### src/rtl/mem_access_ctrl.sv
// Memory-stage controller for a shared 16-bit SRAM.
// A 32-bit access is run as two timed halfword phases, and the pipeline is frozen until it finishes.
module mem_access_ctrl #(
  parameter int WAIT_CYCLES = 5,
  parameter int BASE_ADDR   = 1024
) (
  input  logic        clk,
  input  logic        rst,
  input  logic        mem_r_en,
  input  logic        mem_w_en,
  input  logic [31:0] addr,
  input  logic [31:0] wr_data,
  output logic [31:0] rd_data,
  output logic        ready,
  output logic        freeze,
  output logic        err,
  output logic [17:0] sram_addr,
  output logic [15:0] sram_dq_out,
  output logic        sram_dq_oe,
  input  logic [15:0] sram_dq_in,
  output logic        sram_we_n,
  output logic        sram_ce_n
);

  localparam logic [3:0]  LAST_CNT = 4'(WAIT_CYCLES - 1);
  localparam logic [31:0] BASE     = 32'(BASE_ADDR);
  localparam logic [31:0] SPAN     = 32'h0008_0000;

  typedef enum logic [1:0] {S_IDLE, S_LOW, S_HIGH, S_DONE} state_t;

  state_t      r_state, w_nxt_state;
  logic [3:0]  r_cnt, w_nxt_cnt;
  logic        r_op_wr;
  logic [31:0] r_wdata;
  logic [16:0] r_hw_base;

  logic        w_req, w_accept, w_in_range, w_last, w_phase;
  logic        w_op_wr;
  logic [31:0] w_off, w_wdata;
  logic [16:0] w_hw_base;
  logic        w_nxt_we_n, w_nxt_oe, w_nxt_ce_n;
  logic [17:0] w_nxt_addr;
  logic [15:0] w_nxt_dq;

  assign w_req      = mem_r_en | mem_w_en;
  assign w_accept   = (r_state == S_IDLE) && w_req;
  assign w_off      = addr - BASE;
  assign w_in_range = (addr >= BASE) && (w_off < SPAN);
  assign w_last     = (r_cnt == LAST_CNT);
  assign freeze     = w_req & ~ready;

  // Operands come straight from the request in the accept cycle, from the latches afterwards.
  assign w_op_wr   = (r_state == S_IDLE) ? mem_w_en     : r_op_wr;
  assign w_wdata   = (r_state == S_IDLE) ? wr_data      : r_wdata;
  assign w_hw_base = (r_state == S_IDLE) ? w_off[18:2]  : r_hw_base;

  // Next-state and phase counter.
  always_comb begin
    w_nxt_state = r_state;
    w_nxt_cnt   = r_cnt;
    case (r_state)
      S_IDLE: begin
        if (w_req) begin
          w_nxt_state = w_in_range ? S_LOW : S_DONE;
          w_nxt_cnt   = 4'd0;
        end else begin
          w_nxt_state = S_IDLE;
        end
      end
      S_LOW: begin
        if (w_last) begin
          w_nxt_state = S_HIGH;
          w_nxt_cnt   = 4'd0;
        end else begin
          w_nxt_cnt   = r_cnt + 4'd1;
        end
      end
      S_HIGH: begin
        if (w_last) begin
          w_nxt_state = S_DONE;
          w_nxt_cnt   = 4'd0;
        end else begin
          w_nxt_cnt   = r_cnt + 4'd1;
        end
      end
      S_DONE: begin
        w_nxt_state = S_IDLE;
        w_nxt_cnt   = 4'd0;
      end
      default: begin
        w_nxt_state = S_IDLE;
        w_nxt_cnt   = 4'd0;
      end
    endcase
  end

  // SRAM pin values for the coming cycle, so the pins themselves can be registered.
  always_comb begin
    w_phase    = (w_nxt_state == S_LOW) || (w_nxt_state == S_HIGH);
    w_nxt_ce_n = ~w_phase;
    w_nxt_oe   = w_phase & w_op_wr;
    w_nxt_we_n = ~(w_phase & w_op_wr & (w_nxt_cnt != LAST_CNT));
    if (w_phase) begin
      w_nxt_addr = {w_hw_base, (w_nxt_state == S_HIGH)};
    end else begin
      w_nxt_addr = sram_addr;
    end
    if (w_nxt_state == S_LOW) begin
      w_nxt_dq = w_wdata[15:0];
    end else if (w_nxt_state == S_HIGH) begin
      w_nxt_dq = w_wdata[31:16];
    end else begin
      w_nxt_dq = sram_dq_out;
    end
  end

  // State, request latches, read capture and registered outputs.
  always_ff @(posedge clk or negedge rst) begin
    if (!rst) begin
      r_state     <= S_IDLE;
      r_cnt       <= 4'd0;
      r_op_wr     <= 1'b0;
      r_wdata     <= 32'd0;
      r_hw_base   <= 17'd0;
      rd_data     <= 32'd0;
      ready       <= 1'b0;
      err         <= 1'b0;
      sram_addr   <= 18'd0;
      sram_dq_out <= 16'd0;
      sram_dq_oe  <= 1'b0;
      sram_we_n   <= 1'b1;
      sram_ce_n   <= 1'b1;
    end else begin
      r_state     <= w_nxt_state;
      r_cnt       <= w_nxt_cnt;
      ready       <= (w_nxt_state == S_DONE);
      sram_addr   <= w_nxt_addr;
      sram_dq_out <= w_nxt_dq;
      sram_dq_oe  <= w_nxt_oe;
      sram_we_n   <= w_nxt_we_n;
      sram_ce_n   <= w_nxt_ce_n;
      if (w_accept) begin
        r_op_wr   <= mem_w_en;
        r_wdata   <= wr_data;
        r_hw_base <= w_off[18:2];
      end
      if (w_accept && (!w_in_range || (mem_r_en && mem_w_en))) begin
        err <= 1'b1;
      end
      if (w_accept && !w_in_range) begin
        rd_data <= 32'd0;
      end else if ((r_state == S_LOW) && w_last && !r_op_wr) begin
        rd_data[15:0] <= sram_dq_in;
      end else if ((r_state == S_HIGH) && w_last && !r_op_wr) begin
        rd_data[31:16] <= sram_dq_in;
      end
    end
  end

endmodule

### config.mk
export PLATFORM = sky130hd
export DESIGN_NAME = mem_access_ctrl
export DESIGN_NICKNAME = d
export VERILOG_FILES = /design/src/rtl/mem_access_ctrl.sv
export SDC_FILE = /design/constraint.sdc
export NUM_CORES = 1
export LEC_CHECK = 0
export BUFFER_PORTS_ARGS = -buffer_cell sky130_fd_sc_hd__buf_2
export CAP_MARGIN = 10
export CORE_MARGIN = 2
export CORE_UTILIZATION = 49
export DETAILED_ROUTE_END_ITERATION = 16
export PLACE_DENSITY = 0.81
export SLEW_MARGIN = 20
export SYNTH_ARGS = -nofsm -noshare
export SYNTH_HDL_FRONTEND = slang
export SYNTH_SLANG_ARGS = --single-unit
### constraint.sdc
create_clock -name clk -period 2.9 [get_ports clk]
set_input_delay 0.29 -clock clk [delete_from_list [all_inputs] [get_ports clk]]
set_output_delay 0.29 -clock clk [all_outputs]
set_load 0.01 [all_outputs]
; After elaboration in Yosys (flattened, before gate mapping)
; Index checks and enable logic that the tools add are counted.
[op_classes]
addsub = 2
multipliers = 0
n_div = 0
order_cmp = 2
n_eq_ne = 9
n_shift = 0
n_mux = 17
bitwise = 7
n_reduce_logical = 19
[ops]
columns = op, count
row1 = $mux 16, 5
row2 = $mux 32, 2
row3 = $ge 32x11->1 const B, 1
row4 = $lt 32x20->1 const B, 1
row5 = $sub 32x11->32 const B, 1
row6 = $mux 17, 1
row7 = $pmux 4 s3, 1
row8 = $logic_and 1x1->1, 9
row9 = $eq 2x2->1 const B, 4
row10 = $mux 2, 4
row11 = $mux 4, 2
row12 = $pmux 2 s4, 1
row13 = $reduce_bool 2->1, 3
row14 = $add 4x1->4 const B, 1
row15 = $eq 2x1->1 const B, 2
row16 = $eq 4x3->1 const B, 1
row17 = $ne 4x3->1 const B, 1
row18 = $and 1x1->1, 3
row19 = $not 1->1, 3
row20 = $logic_not 1->1, 2
row21 = $logic_not 2->1, 1
row22 = $logic_or 1x1->1, 2
row23 = $ne 2x2->1 const B, 1
row24 = $reduce_and 2->1, 1
row25 = other kinds (3), 3
[totals]
reg_bits = 127
latchBits = 0
mem_bits_rw = 0
mem_bits_ro = 0
input_bits = 84
output_inout_bits = 72
word_cells = 70
n_memories = 0

; Logic depth before layout (Yosys ltp)
; Gate-level depths: netlist of run 1.
[logic_depth]
ltp_word = 11
ltp_mapped = 13

; Least setup slack after synthesis of run 1
; Ideal clock, no wire load.
[synth_timing]
path_type = input -> register
startpoint = input addr[16]
endpoint = register sram_dq_out[11]
t_arrival_ps = 3182
t_required_ps = 2775
slack_ps = -407
cell_stages = 10
cell_sequence = or4_4 o31a_1 nor4_4 o211a_1 a21o_1 ha_1 clkbuf_1 clkbuf_1 mux4_2 mux2_2
[synth_between]
elab_chain_cells = 8
elab_cells_between_ends = 11
[synth_rtl]
columns = element, line_no
row1 = "start, declared", 11  ; input logic [31:0] addr,
row2 = $sub 32x11->32, 47  ; assign w_off = addr - BASE;
row3 = $lt 32x20->1, 48  ; assign w_in_range = (addr >= BASE) && (w_off < SPAN);
row4 = $logic_and 1x1->1 *, 48
row5 = $mux 2 *, 64  ; w_nxt_state = w_in_range ? S_LOW : S_DONE;
row6 = $mux 2 *, 63  ; if (w_req) begin
row7 = $pmux 2 s4 *, 61  ; case (r_state)
row8 = $eq 2x1->1 / $eq 2x2->1 (equally long branches), "108, 110"
row9 = $mux 16 / $reduce_bool 2->1 (equally long branches), --
row10 = "end signal, assigned", 138  ; sram_dq_out <= w_nxt_dq;
row11 = "end, declared", 18  ; output logic [15:0] sram_dq_out,
; Mark *: on every way between the ends. The rest lies on a longest branch, timed or not.
; A chain may end at the register's enable or synchronous reset.

; Final worst setup path of run 1
[layout_timing]
startpoint = input addr[10]
endpoint = register sram_dq_out[7]
[layout_between]
elab_chain_cells = 8
elab_cells_between_ends = 11
[layout_rtl]
columns = element, line_no
row1 = $sub 32x11->32 *, 47
row2 = via w_off[10], 39  ; logic [31:0] w_off, w_wdata;
row3 = $lt 32x20->1 *, 48
row4 = $logic_and 1x1->1 *, 48
row5 = $mux 2 *, 64
row6 = $mux 2 *, 63
row7 = $pmux 2 s4 *, 61
row8 = $eq 2x1->1 / $eq 2x2->1 (equally long branches), "108, 110"
row9 = $mux 16 / $reduce_bool 2->1 (equally long branches), --
; Mark *: on every way through the listed nets, which the timed path passes. The rest lies on a longest branch.

==> run metrics, run 1 <==
RePlAce Congestion=roughly 0.87; placed cells=between 900 and 1000; RSZ-0062 raised after global routing=no; Sequential cell area=~3200 sq um; hold endpoint=r_wdata[29]; CP max FO=16; Worst Path Arrival=slightly below 3 ns; Mapped Cells=a little over 600; H-tree levels=4; cts hold-fix bufs=1; critical path type=in -> reg; Starting Density=0.506; Max Slew Vio Count=0; wire length per cell=around 16 microns; number of antenna diodes=0; Max Clock Skew=0.00648 ns; Synth Net Count=just over 700; WP data required=3.19 ns; die span in x=around 120 microns; CTS Sinks=approximately 130; total grt overflow=0; Num CTS Buffers=17; reg-to-reg endpoint=sram_dq_out[7]; die area=14100 sq um; worst slew pin tran=about 0.91 ns; drt via density=5.51; fmax=approximately 380 MHz; share of the synthesized area in the top cell type=0.485; Die Ht=119 microns; DRC=0; Max Cap Violations=0; CTS tree=done; quantity of gates resized following cts=0; Hold Crit Start=wr_data[29]; drt pass-1 iters=5; crit path launch=addr[10]; Reg2Reg Launch Point=r_cnt[0]; # Post-CTS Setup Buffers=0; post-route setup TNS=0 ns; Synth area leader=dfrtp_1; area of the mapped netlist=6440 sq um; Detailed Place HPWL=11100 microns; non-filler cells, final=between 900 and 1000; met2 wire len=~8100 microns; Place WS=-0.201 ns; fraction of layout cells with a size suffix above 1=0.399; synth unique cells=50; M1 WL=6530 microns; first-pass GRT wire length=approximately 27000 microns; top layer in use=met4; sequential fraction of the synthesis area=0.494; most used flip-flop cell after synthesis=dfrtp_1; syn_area_per_cell=10.3 sq um; I/O pin count=~160; Hold Path Depth=3; outcome=finished, final reports clean; Starting DRT DRC Count=roughly 320; final hold slack=0.0846 ns; Final Hold Fails=0; CP Launch Type=input pin; Core Region=12700 sq um; VDD IR-drop max=768 uV; antenna violations before repair=0; Post-synth EDFFs=0; nets=between 800 and 900; slew margin rel.=0.395; met3 WL=between 1000 and 1500 microns; fillers=991; R2R depth=11; Leakage=just over 0.004 uW; synth top area cells=dfrtp_1 49%, nand2_1 11%, mux2_2 8.6%; final WL=roughly 16000 microns; PwrDens=1050 nW/um^2; worst skew pair latency=a little over 0.4 ns; Tcrit/Tclk final=0.915; Antenna Nets Post-Route=0; Yosys warning count=0; # rows=slightly above 40; vias in the first global route=5701; Worst-path clk slew=0.06 ns; vias post-DR=5380; FF-to-FF setup slack=~0.35 ns; Seq cells post-synth=about 130; Final setup viols=0; FFs w/ async S/R, synth=1.00; number of I/O port buffers=between 150 and 200; Hold Path Class=in -> reg; Layout Area Growth over Synthesis=27.0%; setup ws final=around 0.25 ns; area of the multi-input gates=approximately 3100 sq um; Final Critical Period=approximately 2.7 ns; Worst Setup End Kind=register; pin count of the biggest net entering global routing=approximately 90; CTS max path bufs=2; root buf cell=clkbuf_16; Total GRT Usage=0.238
-- critical path, cell delays in order --
cell	delay, ns
buf_2	0.11
inv_1	0.07
ha_1	0.18
or3b_2	0.47
nor4b_1	0.25
o21ai_1	0.14
o31ai_1	0.31
a21o_1	0.18
ha_2	0.19
buf_12	0.16
mux4_2	0.31
mux2_2	0.28
-- registers in the layout, indices dropped and copies added, names as in the netlist --
register / cells
sram_addr: 18
ready: 1
r_cnt: 4
sram_dq_oe: 1
r_wdata: 32
r_op_wr: 1
err: 1
sram_ce_n: 1
r_state: 2
sram_dq_out: 16
r_hw_base: 17
rd_data: 32
sram_we_n: 1
-- final cells by class --
| class | count | area share |
|---|---|---|
| Sequential cell | 127 | 0.389 |
| Multi-Input combinational cell | 446 | 0.375 |
| Clock buffer | 17 | 0.0520 |
| Clock inverter | 15 | 0.0183 |
| Tap cell | 172 | 0.0263 |
| Inverter | 8 | 0.00367 |
| Timing Repair Buffer | 192 | 0.136 |
-- cell families after synthesis --
family | after synthesis | share of synthesized area
compound gates | 126 | 0.137
flops | 127 | 0.494
mux | 75 | 0.157
fa+ha+maj | 10 | 0.0194
simple gates | 228 | 0.149
buf+inv | 50 | 0.0346
xor+xnor | 7 | 0.00951
-- stage by stage --
stage | total power (uW) | cell area (sq um) | utilization
6_report | 8620 | 8190 | 0.643
3_5_place_dp | 6590 | 7600 | 0.597
2_1_floorplan | 5390 | 6470 | -
3_3_place_gp | 6350 | 7600 | 0.597
5_1_grt | 9230 | 8190 | 0.643
4_1_cts | 8680 | 8190 | 0.643
-- Yosys cell counts (3+ instances only) --
cell      instances
a21o_1            6
o211ai_2         10
nand3b_1          3
a21oi_1           5
inv_1             8
buf_6             4
nor4_1            4
o21ai_0          27
dfrtp_1         125
mux4_2           16
clkbuf_1         30
mux2_2           49
nor2b_1           3
o21ai_2          10
o21ai_1          24
mux2i_1          10
xnor2_1           6
buf_2             4
o211ai_1         23
buf_1             4
ha_1             10
a211oi_1          6
nor2_1           18
nand2_1         183
-- cell usage in the layout (no fill, tap or decap), types with 3 or more instances in the layout --
| cell | synthesis | final |
|---|---|---|
| a21oi_1 | 5 | 4 |
| a211oi_1 | 6 | 6 |
| nor4_1 | 4 | 4 |
| nand3b_1 | 3 | 3 |
| clkinvlp_4 | 0 | 6 |
| o21ai_0 | 27 | 27 |
| o211ai_1 | 23 | 23 |
| clkbuf_16 | 0 | 17 |
| o211ai_2 | 10 | 10 |
| buf_2 | 4 | 152 |
| buf_12 | 0 | 4 |
| a21o_1 | 6 | 6 |
| buf_4 | 0 | 35 |
| mux2_2 | 49 | 49 |
| o21ai_1 | 24 | 23 |
| mux4_2 | 16 | 16 |
| dfrtp_1 | 125 | 125 |
| inv_6 | 0 | 6 |
| mux2i_1 | 10 | 10 |
| xnor2_1 | 6 | 6 |
| nand2_1 | 183 | 183 |
| inv_1 | 8 | 8 |
| o21ai_2 | 10 | 10 |
| ha_1 | 10 | 8 |
| nor2_1 | 18 | 18 |
-- how the worst max path moves through the flow --
stage	cells past startpoint	slack (ns)	to
2_1_floorplan	10	-0.11	sram_dq_out[11]
3_3_place_gp	12	-0.11	sram_dq_out[7]
5_1_grt	12	0.14	sram_dq_out[7]
3_5_place_dp	12	-0.20	sram_dq_out[7]
6_report	12	0.25	sram_dq_out[7]
4_1_cts	12	0.24	sram_dq_out[7]
-- layer usage --
| metal | up-vias | track usage |
|---|---|---|
| met5 | - | 0 |
| li1 | 2520 | - |
| met4 | 0 | 0.0915 |
| met3 | 25 | 0.0642 |
| met1 | 2623 | 0.289 |
| met2 | 212 | 0.404 |
-- report_power, final --
group / leakage, uW / total (uW) / internal (uW) / switching [uW]
Combinational: 0.00217 / 3750 / 1810 / 1940
Clock: 0.000264 / 2060 / 1200 / 857
Sequential: 0.00161 / 2810 / 2470 / 338
Power figures use the tool's default switching activity.
==> run 2, diff against run 1 <==
Settings changed: CAP_MARGIN 10 to 0, CELL_PAD_IN_SITES_DETAIL_PLACEMENT set to 0, CELL_PAD_IN_SITES_GLOBAL_PLACEMENT set to 2, CORE_UTILIZATION 49 to 30, PLACE_DENSITY 0.81 to 0.8.
==> run 2 against run 1 <==
  * Sequential share of layout area shrank 0.70 points
  * Sequential cell count is the same
  * Routed wire length grew 6.6%
  * Sequential power shrank 1%
  * Critical path type unchanged
  * Largest cell class unchanged
  * Highest routed layer is now met5
==> run metrics, run 2 (synthesized netlist as in run 1, its figures left out) <==
die area=around 23000 sq um; Final Hold Fails=0; Detailed Place HPWL=11400 microns; die span in x=between 150 and 200 microns; Top Registers=r_wdata x32, rd_data x32, sram_addr x18; slew margin rel.=0.346; R2R depth=11; design area=~8300 sq um; # rows=53; CTS Sinks=around 130; Worst Setup End Kind=register; Layout Area Growth over Synthesis=29.4%; number of I/O port buffers=153; VDD IR-drop max=about 490 uV; Hold Crit Start=wr_data[26]; Worst-path clk slew=roughly 0.060 ns; setup ws final=approximately 0.29 ns; final hold slack=approximately 0.075 ns; Max Clock Skew=0.00959 ns; Starting DRT DRC Count=227; Die Ht=about 150 microns; fillers=about 2100; outcome=finished, final reports clean; Max Cap Violations=0; # Post-CTS Setup Buffers=0; PwrDens=approximately 1000 nW/um^2; Placed Area=between 7000 and 8000 sq um; RePlAce Congestion=0.797; WP data required=around 3.2 ns; Hold Path Depth=3; RSZ-0062 raised after global routing=no; vias in the first global route=roughly 5300; drt pass-1 iters=4; pin count of the biggest net entering global routing=91; Final Critical Period=2.61 ns; Tcrit/Tclk final=0.899; final WL=around 17000 microns; DRC=0; cts hold-fix bufs=1; Total GRT Usage=0.158; CTS tree=done; most common cell after layout, fill and taps aside=nand2_1; Core Region=roughly 21000 sq um; worst skew pair latency=0.41 ns; nets=a little under 900; most frequent cells in the layout=183 x nand2_1, 152 x buf_2, 125 x dfrtp_1; Leakage=a little over 0.004 uW; worst slew pin tran=~0.98 ns; post-route setup TNS=0 ns; Reg2Reg Launch Point=r_cnt[0]; H-tree levels=4; CTS max path bufs=2; hold endpoint=r_wdata[26]; CP Launch Type=input pin; antenna violations before repair=2; fmax=roughly 380 MHz; Place WS=-0.152 ns; root buf cell=clkbuf_16; Max Slew Vio Count=0; Antenna Nets Post-Route=0; CP max FO=16; first-pass GRT wire length=roughly 28000 microns; Num CTS Buffers=17; Final setup viols=0; quantity of gates resized following cts=0; Hold Path Class=in -> reg; reg-to-reg endpoint=sram_dq_out[15]; Worst Path Arrival=just under 3 ns; final core utilization=0.397; drt via density=approximately 4.7; wire length per cell=between 15 and 20 microns; FF-to-FF setup slack=~0.4 ns; Starting Density=0.307; vias post-DR=between 5000 and 6000; I/O pin count=roughly 160; total grt overflow=0; critical path type=in -> reg; fraction of layout cells with a size suffix above 1=0.400
-- run 2: changes by cell type in the layout (fill, tap and decap cells not counted) --
cell and delta:
diode_2 +1, clkinvlp_4 -3, buf_4 +2, nor2b_4 +1, inv_6 -1, buf_12 -1
clkinv_4 +3, inv_8 -2, clkinv_2 +1, bufinv_16 +1, nor2b_2 -1, buf_6 +1
-- run 2: layout make-up --
cell class,instances,area (sq um),share of cell area
Inverter,8,30.0,0.00360
Clock buffer,17,425,0.0510
Clock inverter,14,158,0.0189
Antenna cell,1,2.50,0.000300
Sequential cell,127,3180,0.382
Timing Repair Buffer,194,1120,0.134
Tap cell,275,344,0.0413
Multi-Input combinational cell,446,3080,0.369
-- run 2: per-layer routing --
layer | global-route usage | part of all wire
met5 | 0 | 0.00076
met4 | 0.0439 | 0.0082
met3 | 0.0567 | 0.080
met2 | 0.248 | 0.46
met1 | 0.205 | 0.45
-- run 2: through the flow --
stage | power (uW) | cells
6_report | 8650 | 1082
4_1_cts | 8800 | 1081
2_1_floorplan | 5390 | 623
3_5_place_dp | 6620 | 1049
5_1_grt | 9360 | 1081
3_3_place_gp | 6530 | 1049
-- run 2: worst max-delay path, cell delays in order --
cell and delay, ns:
buf_2 0.10, inv_1 0.07, ha_1 0.16, or3b_2 0.46
nor4b_1 0.26, o21ai_1 0.13, o31ai_1 0.29, a21o_1 0.19
ha_2 0.20, buf_12 0.17, mux4_2 0.30, mux2_2 0.27
-- run 2: worst max-delay path by stage --
stage / startpoint / to / slack [ns] / cells after the start
4_1_cts: addr[10] / sram_dq_out[15] / 0.28 / 12
5_1_grt: addr[10] / sram_dq_out[2] / 0.12 / 12
6_report: addr[10] / sram_dq_out[15] / 0.29 / 12
3_5_place_dp: addr[10] / sram_dq_out[15] / -0.15 / 12
2_1_floorplan: addr[16] / sram_dq_out[11] / -0.11 / 10
3_3_place_gp: addr[10] / sram_dq_out[9] / -0.12 / 12
-- run 2: report_power, final --
| group | total (uW) | internal [uW] | switching [uW] |
|---|---|---|---|
| sequential | 2770 | 2470 | 302 |
| clock | 2140 | 1280 | 864 |
| combinational | 3730 | 1780 | 1950 |
| total | 8650 | 5530 | 3120 |
==> run 3, diff against run 2 <==
Settings changed: PLACE_DENSITY 0.8 to 0.72.
==> run 3 against run 2 <==
  * Routed wire length rose by 3.7%
  * Maximum frequency down 2.3%
  * Via count is 2.0% higher
  * Count of clock-buffer cells in the layout rose by 2
  * Register-to-register slack worse by 0.02 ns
  * Setup slack got worse by 0.062 ns
  * Worst hold slack improved by 0.0046 ns
  * Critical path depth rose by 1
  * Critical path type unchanged
  * Sequential power about the same
  * Sequential cell count did not move
  * Non-clock buffer count unchanged
  * Global-route usage is 0.40 points higher
  * Largest power group unchanged
  * Critical endpoint is now sram_dq_out[12]
  * Highest routed layer is now met4
==> run metrics, run 3 (synthesized netlist as in run 1, its figures left out) <==
RePlAce Congestion=between 0.8 and 0.9; worst slew pin tran=0.968 ns; Starting DRT DRC Count=a little under 200; worst skew pair latency=approximately 0.42 ns; Core Region=21000 sq um; Gate power share=0.437; most frequent cells in the layout=183 x nand2_1, 152 x buf_2, 125 x dfrtp_1; wire length per cell=16.3 microns; total grt overflow=0; CP max FO=16; non-filler cells, final=between 1000 and 1500; antenna violations before repair=0; Final Hold Fails=0; root buf cell=clkbuf_16; H-tree levels=4; critical path type=in -> reg; Hold Path Class=in -> reg; setup ws final=roughly 0.23 ns; final hold slack=approximately 0.079 ns; vias post-DR=5172; final core utilization=0.399; Detailed Place HPWL=12000 microns; Worst Setup End Kind=register; Place WS=-0.245 ns; Int Power=about 5600 uW; Worst-path clk slew=around 0.06 ns; Tcrit/Tclk final=0.921; quantity of gates resized following cts=0; DRC=0; number of I/O port buffers=between 150 and 200; first-pass GRT wire length=between 20000 and 30000 microns; clock share of power=0.246; outcome=finished, final reports clean; Antenna Nets Post-Route=0; Max Cap Violations=0; Sequential cell area=roughly 3200 sq um; Num CTS Buffers=17; Top Registers=r_wdata x32, rd_data x32, sram_addr x18; area of the multi-input gates=3080 sq um; Max Clock Skew=between 0.008 and 0.009 ns; fraction of layout cells with a size suffix above 1=0.399; RSZ-0062 raised after global routing=no; net switching power=between 3000 and 4000 uW; WP data required=3.20 ns; nets=roughly 890; sequential share of power=0.317; Net Sw Frac=0.358; # rows=53; CTS Sinks=around 130; # Post-CTS Setup Buffers=0; CTS max path bufs=2; Starting Density=0.307; Layout Area Growth over Synthesis=30.0%; Die Ht=151 microns; Final setup viols=0; drt via density=approximately 4.8; placed cells=between 1000 and 1500; vias in the first global route=around 5400; Max Slew Vio Count=0; pin count of the biggest net entering global routing=91; Leakage=roughly 0.004 uW; Worst Path Arrival=between 2 and 3 ns; fillers=between 2000 and 2500; CP Launch Type=input pin; die span in x=between 150 and 200 microns; most common cell after layout, fill and taps aside=nand2_1; post-route setup TNS=0 ns; slew margin rel.=0.355; fmax=between 300 and 400 MHz; PwrDens=1050 nW/um^2; number of antenna diodes=0; Final Critical Period=about 2.7 ns; Total GRT Usage=0.162; CTS tree=done; die area=between 20000 and 25000 sq um; drt pass-1 iters=4; VDD IR-drop max=706 uV; I/O pin count=approximately 160; final WL=17600 microns
-- run 3: cell types whose count changed in the layout (fill, tap and decap cells not counted), sizes merged --
cell,before,now
clkbuf,17,19
clkinvlp,3,1
clkinv,4,5
diode,1,0
-- run 3: cell type report --
| cell class | instances | share of cell area |
|---|---|---|
| timing repair buffer | 194 | 0.138 |
| sequential | 127 | 0.380 |
| clock inverter | 13 | 0.0181 |
| multi-input combinational | 446 | 0.367 |
| inverter | 8 | 0.00358 |
| clock buffer | 19 | 0.0529 |
| tap | 275 | 0.0411 |
-- run 3: power by group through the flow --
stage                     Clock [uW]  Sequential, uW  Combinational (uW)
final                           2160            2790                3840
after global routing            2310            2870                4270
after CTS                       2220            2790                3930
after global placement             0            2780                3820
after detailed placement           0            2820                3920
after floorplan                    0            2880                2510
-- run 3: worst max-delay path, cell delays in order --
cell and delay (ns):
buf_2 0.10, inv_1 0.06, ha_1 0.18, or3b_2 0.47, nor4b_1 0.26, o21ai_1 0.14
o31ai_1 0.24, buf_4 0.16, a21o_1 0.13, ha_2 0.19, buf_12 0.16, mux4_2 0.31
mux2_2 0.28
-- run 3: final timing paths --
| kind | slack (ns) | cells past startpoint | endpoint | start |
|---|---|---|---|---|
| max in group asynchronous | 1.66 | 3 | sram_ce_n | rst |
| setup reg to reg | 0.38 | 11 | sram_dq_out[12] | r_cnt[0] |
| min in group asynchronous | 0.50 | 2 | sram_addr[3] | rst |
| hold / removal | 0.08 | 3 | r_wdata[21] | wr_data[21] |
| hold reg to reg | 0.47 | 2 | r_wdata[15] | r_wdata[15] |
| setup / recovery | 0.23 | 13 | sram_dq_out[12] | addr[10] |
-- run 3: per-stage QoR --
stage	area (sq um)	power (uW)
floorplan	6470	5390
global placement	7770	6600
detailed placement	7770	6740
CTS	8380	8940
global route	8380	9440
finish	8380	8790
-- run 3: timing repair --
action,CTS,global route
setup endpoints to repair,0,0
hold buffers,1,0
hold endpoints to repair,52,0
-- run 3: metal layers --
metal	GRT usage	wire, microns	up-vias
met3	0.0458	1230	17
met2	0.264	8320	121
li1	-	-	2513
met1	0.205	7790	2521
met5	0	0	-
met4	0.0571	282	0
